<file path="src/rtl/vga_box_pkg.sv">
// Shared encodings and widths for the VGA box compositor.
// Boxes are latched once per frame and composited over the background stream.
package vga_box_pkg;

  localparam int unsigned X_W         = 10;
  localparam int unsigned Y_W         = 9;
  localparam int unsigned COLOR_W     = 12;
  localparam int unsigned FRAME_CNT_W = 8;

  localparam logic [1:0] MODE_SOLID   = 2'b00;
  localparam logic [1:0] MODE_OUTLINE = 2'b01;
  localparam logic [1:0] MODE_BLINK   = 2'b10;
  localparam logic [1:0] MODE_HIDDEN  = 2'b11;

  function automatic logic [10:0] clamp_hi(input logic [10:0] v, input logic [10:0] lim);
    return (v > lim) ? lim : v;
  endfunction

endpackage

</file>
<file path="src/rtl/vga_box_hit.sv">
// One overlay box: per-frame shadow registers, clipped bounds and mode-filtered hit test.
// The hit output is combinational on the current pixel; the top registers it.
module vga_box_hit
  import vga_box_pkg::*;
#(
  parameter int unsigned WIDTH       = 640,
  parameter int unsigned HEIGHT      = 480,
  parameter int unsigned HALF_W      = 6,
  parameter int unsigned BORDER_W    = 3
) (
  input  logic               clk_25mHz,
  input  logic               reset,
  input  logic               i_capture,
  input  logic [X_W-1:0]     i_cx,
  input  logic [Y_W-1:0]     i_cy,
  input  logic [HALF_W-1:0]  i_half,
  input  logic [COLOR_W-1:0] i_color,
  input  logic [1:0]         i_mode,
  input  logic [X_W-1:0]     i_x,
  input  logic [Y_W-1:0]     i_y,
  input  logic               i_blink_on,
  output logic               o_hit,
  output logic [COLOR_W-1:0] o_color
);

  logic               r_valid;
  logic [X_W-1:0]     r_cx;
  logic [Y_W-1:0]     r_cy;
  logic [HALF_W-1:0]  r_half;
  logic [COLOR_W-1:0] r_color;
  logic [1:0]         r_mode;

  logic               r_bnd_valid;
  logic [10:0]        r_l, r_r, r_t, r_b;
  logic [1:0]         r_bnd_mode;
  logic [COLOR_W-1:0] r_bnd_color;

  logic [10:0] w_cx, w_cy, w_half, w_x, w_y;
  logic [10:0] w_l, w_r, w_t, w_b;
  logic        w_inside, w_border;

  assign w_cx   = 11'(r_cx);
  assign w_cy   = 11'(r_cy);
  assign w_half = 11'(r_half);
  assign w_x    = 11'(i_x);
  assign w_y    = 11'(i_y);

  assign w_l = (w_cx < w_half) ? 11'd0 : w_cx - w_half;
  assign w_r = clamp_hi(w_cx + w_half, 11'(WIDTH - 1));
  assign w_t = (w_cy < w_half) ? 11'd0 : w_cy - w_half;
  assign w_b = clamp_hi(w_cy + w_half, 11'(HEIGHT - 1));

  // Shadow regs start invalid so every box stays hidden until the first capture.
  always_ff @(posedge clk_25mHz or negedge reset) begin
    if (!reset) begin
      r_valid     <= 1'b0;
      r_cx        <= '0;
      r_cy        <= '0;
      r_half      <= '0;
      r_color     <= '0;
      r_mode      <= '0;
      r_bnd_valid <= 1'b0;
      r_l         <= '0;
      r_r         <= '0;
      r_t         <= '0;
      r_b         <= '0;
      r_bnd_mode  <= '0;
      r_bnd_color <= '0;
    end else begin
      if (i_capture) begin
        r_valid <= 1'b1;
        r_cx    <= i_cx;
        r_cy    <= i_cy;
        r_half  <= i_half;
        r_color <= i_color;
        r_mode  <= i_mode;
      end
      r_bnd_valid <= r_valid;
      r_l         <= w_l;
      r_r         <= w_r;
      r_t         <= w_t;
      r_b         <= w_b;
      r_bnd_mode  <= r_mode;
      r_bnd_color <= r_color;
    end
  end

  assign w_inside = r_bnd_valid && (w_x >= r_l) && (w_x <= r_r) && (w_y >= r_t) && (w_y <= r_b);

  // x > R-BORDER_W rewritten as x+BORDER_W > R so small R cannot underflow.
  assign w_border = (w_x < r_l + 11'(BORDER_W)) || (w_x + 11'(BORDER_W) > r_r) ||
                    (w_y < r_t + 11'(BORDER_W)) || (w_y + 11'(BORDER_W) > r_b);

  always_comb begin
    o_hit = 1'b0;
    unique case (r_bnd_mode)
      MODE_SOLID:   o_hit = w_inside;
      MODE_OUTLINE: o_hit = w_inside && w_border;
      MODE_BLINK:   o_hit = w_inside && i_blink_on;
      MODE_HIDDEN:  o_hit = 1'b0;
      default:      o_hit = 1'b0;
    endcase
  end

  assign o_color = r_bnd_color;

endmodule

</file>
<file path="src/rtl/vga_box_compositor.sv">
// N-box overlay stage between the VGA timing generator and the pins.
// Two-stage pipeline: S1 registers hits/bg/syncs, S2 registers the priority-muxed pixel.
module vga_box_compositor
  import vga_box_pkg::*;
#(
  parameter int unsigned N_BOXES     = 2,
  parameter int unsigned WIDTH       = 640,
  parameter int unsigned HEIGHT      = 480,
  parameter int unsigned HALF_W      = 6,
  parameter int unsigned BORDER_W    = 3,
  parameter int unsigned BLINK_SHIFT = 4,
  parameter logic        SYNC_IDLE   = 1'b1
) (
  input  logic                        clk_25mHz,
  input  logic                        reset,
  input  logic                        frame_end,
  input  logic                        active_in,
  input  logic                        hsync_in,
  input  logic                        vsync_in,
  input  logic [X_W-1:0]              x,
  input  logic [Y_W-1:0]              y,
  input  logic [COLOR_W-1:0]          bg_color,
  input  logic [N_BOXES*X_W-1:0]      box_cx,
  input  logic [N_BOXES*Y_W-1:0]      box_cy,
  input  logic [N_BOXES*HALF_W-1:0]   box_half,
  input  logic [N_BOXES*COLOR_W-1:0]  box_color,
  input  logic [N_BOXES*2-1:0]        box_mode,
  output logic                        hSync,
  output logic                        vSync,
  output logic [3:0]                  VGA_R,
  output logic [3:0]                  VGA_G,
  output logic [3:0]                  VGA_B,
  output logic [N_BOXES-1:0]          hit_mask
);

  logic                   r_frame_end_d;
  logic                   w_capture;
  logic [FRAME_CNT_W-1:0] r_frame_cnt;
  logic                   w_unused_cnt;

  logic [N_BOXES-1:0]     w_hit;
  logic [COLOR_W-1:0]     w_box_color [N_BOXES];
  logic [COLOR_W-1:0]     w_pix;

  logic [N_BOXES-1:0]     r_s1_hit;
  logic [COLOR_W-1:0]     r_s1_bg;
  logic                   r_s1_active, r_s1_hs, r_s1_vs;
  logic [COLOR_W-1:0]     r_vga;
  logic [N_BOXES-1:0]     r_hit_mask;
  logic                   r_hs, r_vs;

  assign w_capture    = frame_end & ~r_frame_end_d;
  assign w_unused_cnt = ^r_frame_cnt;

  always_ff @(posedge clk_25mHz or negedge reset) begin
    if (!reset) begin
      r_frame_end_d <= 1'b0;
      r_frame_cnt   <= '0;
    end else begin
      r_frame_end_d <= frame_end;
      if (w_capture) r_frame_cnt <= r_frame_cnt + 1'b1;
    end
  end

  for (genvar gi = 0; gi < N_BOXES; gi++) begin : g_box
    vga_box_hit #(
      .WIDTH   (WIDTH),
      .HEIGHT  (HEIGHT),
      .HALF_W  (HALF_W),
      .BORDER_W(BORDER_W)
    ) u_hit (
      .clk_25mHz (clk_25mHz),
      .reset     (reset),
      .i_capture (w_capture),
      .i_cx      (box_cx[gi*X_W +: X_W]),
      .i_cy      (box_cy[gi*Y_W +: Y_W]),
      .i_half    (box_half[gi*HALF_W +: HALF_W]),
      .i_color   (box_color[gi*COLOR_W +: COLOR_W]),
      .i_mode    (box_mode[gi*2 +: 2]),
      .i_x       (x),
      .i_y       (y),
      .i_blink_on(r_frame_cnt[BLINK_SHIFT]),
      .o_hit     (w_hit[gi]),
      .o_color   (w_box_color[gi])
    );
  end

  // Walk from the highest index down so the lowest-index hit wins.
  always_comb begin
    w_pix = r_s1_bg;
    for (int i = N_BOXES - 1; i >= 0; i--) begin
      if (r_s1_hit[i]) w_pix = w_box_color[i];
    end
  end

  always_ff @(posedge clk_25mHz or negedge reset) begin
    if (!reset) begin
      r_s1_hit    <= '0;
      r_s1_bg     <= '0;
      r_s1_active <= 1'b0;
      r_s1_hs     <= SYNC_IDLE;
      r_s1_vs     <= SYNC_IDLE;
      r_vga       <= '0;
      r_hit_mask  <= '0;
      r_hs        <= SYNC_IDLE;
      r_vs        <= SYNC_IDLE;
    end else begin
      r_s1_hit    <= w_hit;
      r_s1_bg     <= bg_color;
      r_s1_active <= active_in;
      r_s1_hs     <= hsync_in;
      r_s1_vs     <= vsync_in;
      r_vga       <= r_s1_active ? w_pix : '0;
      r_hit_mask  <= r_s1_active ? r_s1_hit : '0;
      r_hs        <= r_s1_hs;
      r_vs        <= r_s1_vs;
    end
  end

  assign VGA_R    = r_vga[11:8];
  assign VGA_G    = r_vga[7:4];
  assign VGA_B    = r_vga[3:0];
  assign hit_mask = r_hit_mask;
  assign hSync    = r_hs;
  assign vSync    = r_vs;

endmodule
</file>
<file path="config.mk">
export PLATFORM = sky130hd
export DESIGN_NAME = vga_box_compositor
export DESIGN_NICKNAME = d
export VERILOG_FILES = /design/src/rtl/vga_box_pkg.sv /design/src/rtl/vga_box_hit.sv /design/src/rtl/vga_box_compositor.sv
export SDC_FILE = /design/constraint.sdc
export NUM_CORES = 1
export LEC_CHECK = 0
export BUFFER_PORTS_ARGS = -buffer_cell sky130_fd_sc_hd__buf_2
export CAP_MARGIN = 25
export CORE_MARGIN = 2
export CORE_UTILIZATION = 55
export DETAILED_ROUTE_END_ITERATION = 16
export PLACE_DENSITY = 0.74
export REMOVE_ABC_BUFFERS = 1
export SYNTH_ARGS = -nofsm -noshare
export SYNTH_HDL_FRONTEND = slang
export SYNTH_HIERARCHICAL = 1
export SYNTH_SLANG_ARGS = --single-unit
</file>
<file path="constraint.sdc">
create_clock -name clk_25mHz -period 6.85 [get_ports clk_25mHz]
set_clock_uncertainty 0.2 [all_clocks]
set_input_delay 0.3425 -clock clk_25mHz [delete_from_list [all_inputs] [get_ports clk_25mHz]]
set_output_delay 0.3425 -clock clk_25mHz [all_outputs]
set_load 0.03 [all_outputs]
</file>
==> reports/results.tsv <==
stage	metric	value	unit
floorplanning	row count	60	
grt	GR Util All Layers	24.8	%
detailed_routing	First-pass DRT Iterations	5	
synth	top cells by count, synth	dfrtp_1 (229), ha_1 (217), inv_1 (155), a21oi_1 (83), o21ai_0 (76)	
synth	register area share after synthesis	38.3	%
placed_design	cell area after placement	16200	um2
synth	Synth top area share	37.6	%
grt	vias in the first global route	12000	
worst_setup_path	Crit. End Element	flop	
synth	syn avg cell area	10.2	um2
grt	largest net degree at the start of global routing	134	
grt	GRT met1 Usage	32.2	%
pwr	Leak	0.00855	uW
timing	RSZ-0062 raised after global routing	false	
timing	final hold violation count	0	
min_path	hold crit path type	flop to flop	
timing	crit path time final	3.40	ns
worst_setup_path	WS Path Type	flop to flop	
clock_network	TritonCTS Buffers	25	
synth	count leader, synth	dfrtp_1	
worst_setup_path	CP Launch Type	flop	
detailed_routing	DRC violations left	0	
synth	Post-synth EDFFs	0	
placed_design	GP Congestion	0.886	
cells_and_area	Area growth, synth to finish	18.3	%
floorplanning	chip height	170	um
grt	antenna violations before repair	0	
detailed_routing	DR vias/cell	5.55	
clock_network	CTS tree	built	
synth	Yosys warning total	6	
clock_network	Clock Sinks	233	
clock_network	post-CTS setup buffers	0	
synth	Synth area leader	dfrtp_1	
placed_design	I/O Buffers	130	
pwr	Power Dens Cells	305	nW/um2
job	max cap viols	0	
cells_and_area	antenna cell count	0	
cells_and_area	Nets	2062	
floorplanning	Die Wd	170	um
synth	synth top area cells	dfrtp_1 (38%), ha_1 (18%), mux2_2 (4.7%)	
timing	Setup violations, final	0	
placed_design	DP HPWL	25.2	mm
floorplanning	die footprint	29000	um2
grt	GR Util met2	43.2	%
clock_network	CTS H-tree depth	1	
timing	Final period util	49.7	%
timing	Post-Route Setup TNS	0	ns
floorplanning	I/O pin cnt	131	
clock_network	root buf cell	clkbuf_16	
floorplanning	Core Area	27100	um2
detailed_routing	via count	11700	
clock_network	Worst-Skew Late Latency	0.53	ns
detailed_routing	ANT nets after route	0	
detailed_routing	final WL	35.3	mm
timing	Rel. slew slack	35.2	%
worst_setup_path	Req. time, crit path	7.03	ns
timing	Max Freq	294	MHz
outcome	status	finished clean	
grt	grt ovf	0	
pwr	Peak VDD IR	0.284	mV
grt	M3 GR Usage	3.81	%
clock_network	clock slew at reported path FFs	0.06	ns
synth	ys async rst share	100	%
clock_network	worst-case clock buffer depth	3	
synth	Synth Cell Area	15200	um2
cells_and_area	design area	18000	um2
synth	Most used DFF post-synth	dfrtp_1	
synth	#FFs+latches synth	233	
worst_setup_path	Max FO, Critical Path	4	
synth	Mapped Cells	1498	
cells_and_area	share of cells above drive strength 1	15.4	%
synth	Yosys cell types	86	
grt	first-pass GRT wire length	58.0	mm
grt	gr busiest metal	met2	
floorplanning	Initial Utilization	56.2	%
detailed_routing	initial DRC count	415	
detailed_routing	WL per Instance	16.7	um
timing	Worst Max-Slew Pin Slew	0.972	ns
timing	Max Slew Vio Count	0	
worst_setup_path	WP data arrival	3.59	ns
[sequential cells by signal, summed over array words and instances, names as in the netlist, 2 cells and up]
| name | cells |
|---|---|
| g_box.u_hit/r_cx | 20 |
| g_box.u_hit/r_bnd_mode | 4 |
| g_box.u_hit/r_bnd_valid | 2 |
| r_vga | 12 |
| g_box.u_hit/r_mode | 4 |
| g_box.u_hit/r_half | 12 |
| hit_mask | 2 |
| g_box.u_hit/r_l | 22 |
| r_s1_hit | 2 |
| g_box.u_hit/r_valid | 2 |
| g_box.u_hit/r_t | 20 |
| g_box.u_hit/r_b | 20 |
| r_frame_cnt | 5 |
| g_box.u_hit/r_cy | 18 |
| r_s1_bg | 12 |
| g_box.u_hit/r_r | 22 |
| g_box.u_hit/r_color | 24 |
| g_box.u_hit/o_color | 24 |
[area by class of cell]
cell class	count	area (um2)
fill	2103	9080
multi-input combinational	1075	8630
sequential	233	5840
timing repair buffer	228	1650
clock buffer	32	682
inverter	159	597
tap	372	465
clock inverter	10	161
[per-layer routing]
| layer | part of all wire, % | up-vias |
|---|---|---|
| li1 | - | 5735 |
| met1 | 44 | 5665 |
| met2 | 49 | 241 |
| met3 | 5.1 | 60 |
| met4 | 2.0 | 0 |
| met5 | 0 | - |
[power breakdown]
| group | internal [uW] | switching [uW] |
|---|---|---|
| combinational | 995 | 1200 |
| clock | 849 | 539 |
| sequential | 1670 | 240 |
[kinds of logic after synthesis]
logic type / after synthesis / share of synthesized area [%]
AO/OA/AOI/OAI: 325 / 14.3
XOR/XNOR: 91 / 5.24
adder cells (fa/ha/maj): 225 / 18.9
buffers and inverters: 192 / 5.04
flip-flops: 233 / 38.3
multiplexers: 82 / 5.93
other: 2 / 0.0493
AND/OR/NAND/NOR: 348 / 12.2
[stage by stage]
step	hold WS [ns]	setup WS (ns)	total power, uW	util [%]	instances
after floorplan	-0.153	3.85	3470	-	1467
after global placement	0.146	3.72	3980	59.9	1972
after detailed placement	0.149	3.52	4060	59.9	1972
after CTS	0.158	3.49	5520	66.5	2109
after global routing	0.158	3.25	5920	66.5	2109
final	0.156	3.45	5500	66.5	2109
[cells in the final DEF, fill, tap and decap left out, types with 71 or more instances in the layout]
master and count:
dfrtp_1 229, ha_1 217, nand2_1 75, o21ai_0 76, xnor2_1 73, inv_1 155, a21oi_1 83, nor2_1 71
buf_2 129, dlygate4sd3_1 95
[final timing paths]
path / slack (ns) / startpoint / depth (start not counted) / end
setup / recovery: 3.45 / g_box[1].u_hit/r_t[0] / 11 / r_s1_hit[1]
hold / removal: 0.16 / r_s1_vs / 0 / vSync
setup reg to reg: 3.45 / g_box[1].u_hit/r_t[0] / 11 / r_s1_hit[1]
hold reg to reg: 0.16 / r_s1_vs / 0 / vSync
max in group asynchronous: 5.08 / reset / 3 / g_box[0].u_hit/r_cx[7]
min in group asynchronous: 0.32 / reset / 2 / g_box[0].u_hit/r_color[3]
[worst max-delay path, stage by stage, from the launching register on]
cell,delay [ns]
dfrtp_1,0.39
inv_1,0.08
ha_1,0.23
and3b_1,0.29
or4b_2,0.61
xnor2_1,0.16
ha_1,0.20
a2111oi_0,0.35
o21ai_0,0.14
nor2_1,0.12
nor4_1,0.06
a2111oi_0,0.43
[repair_timing]
action	CTS	global route
hold buffers	95	0
resized for setup	0	0
hold endpoints to repair	222	0
Note: power is estimated with default switching activity, not from simulation.
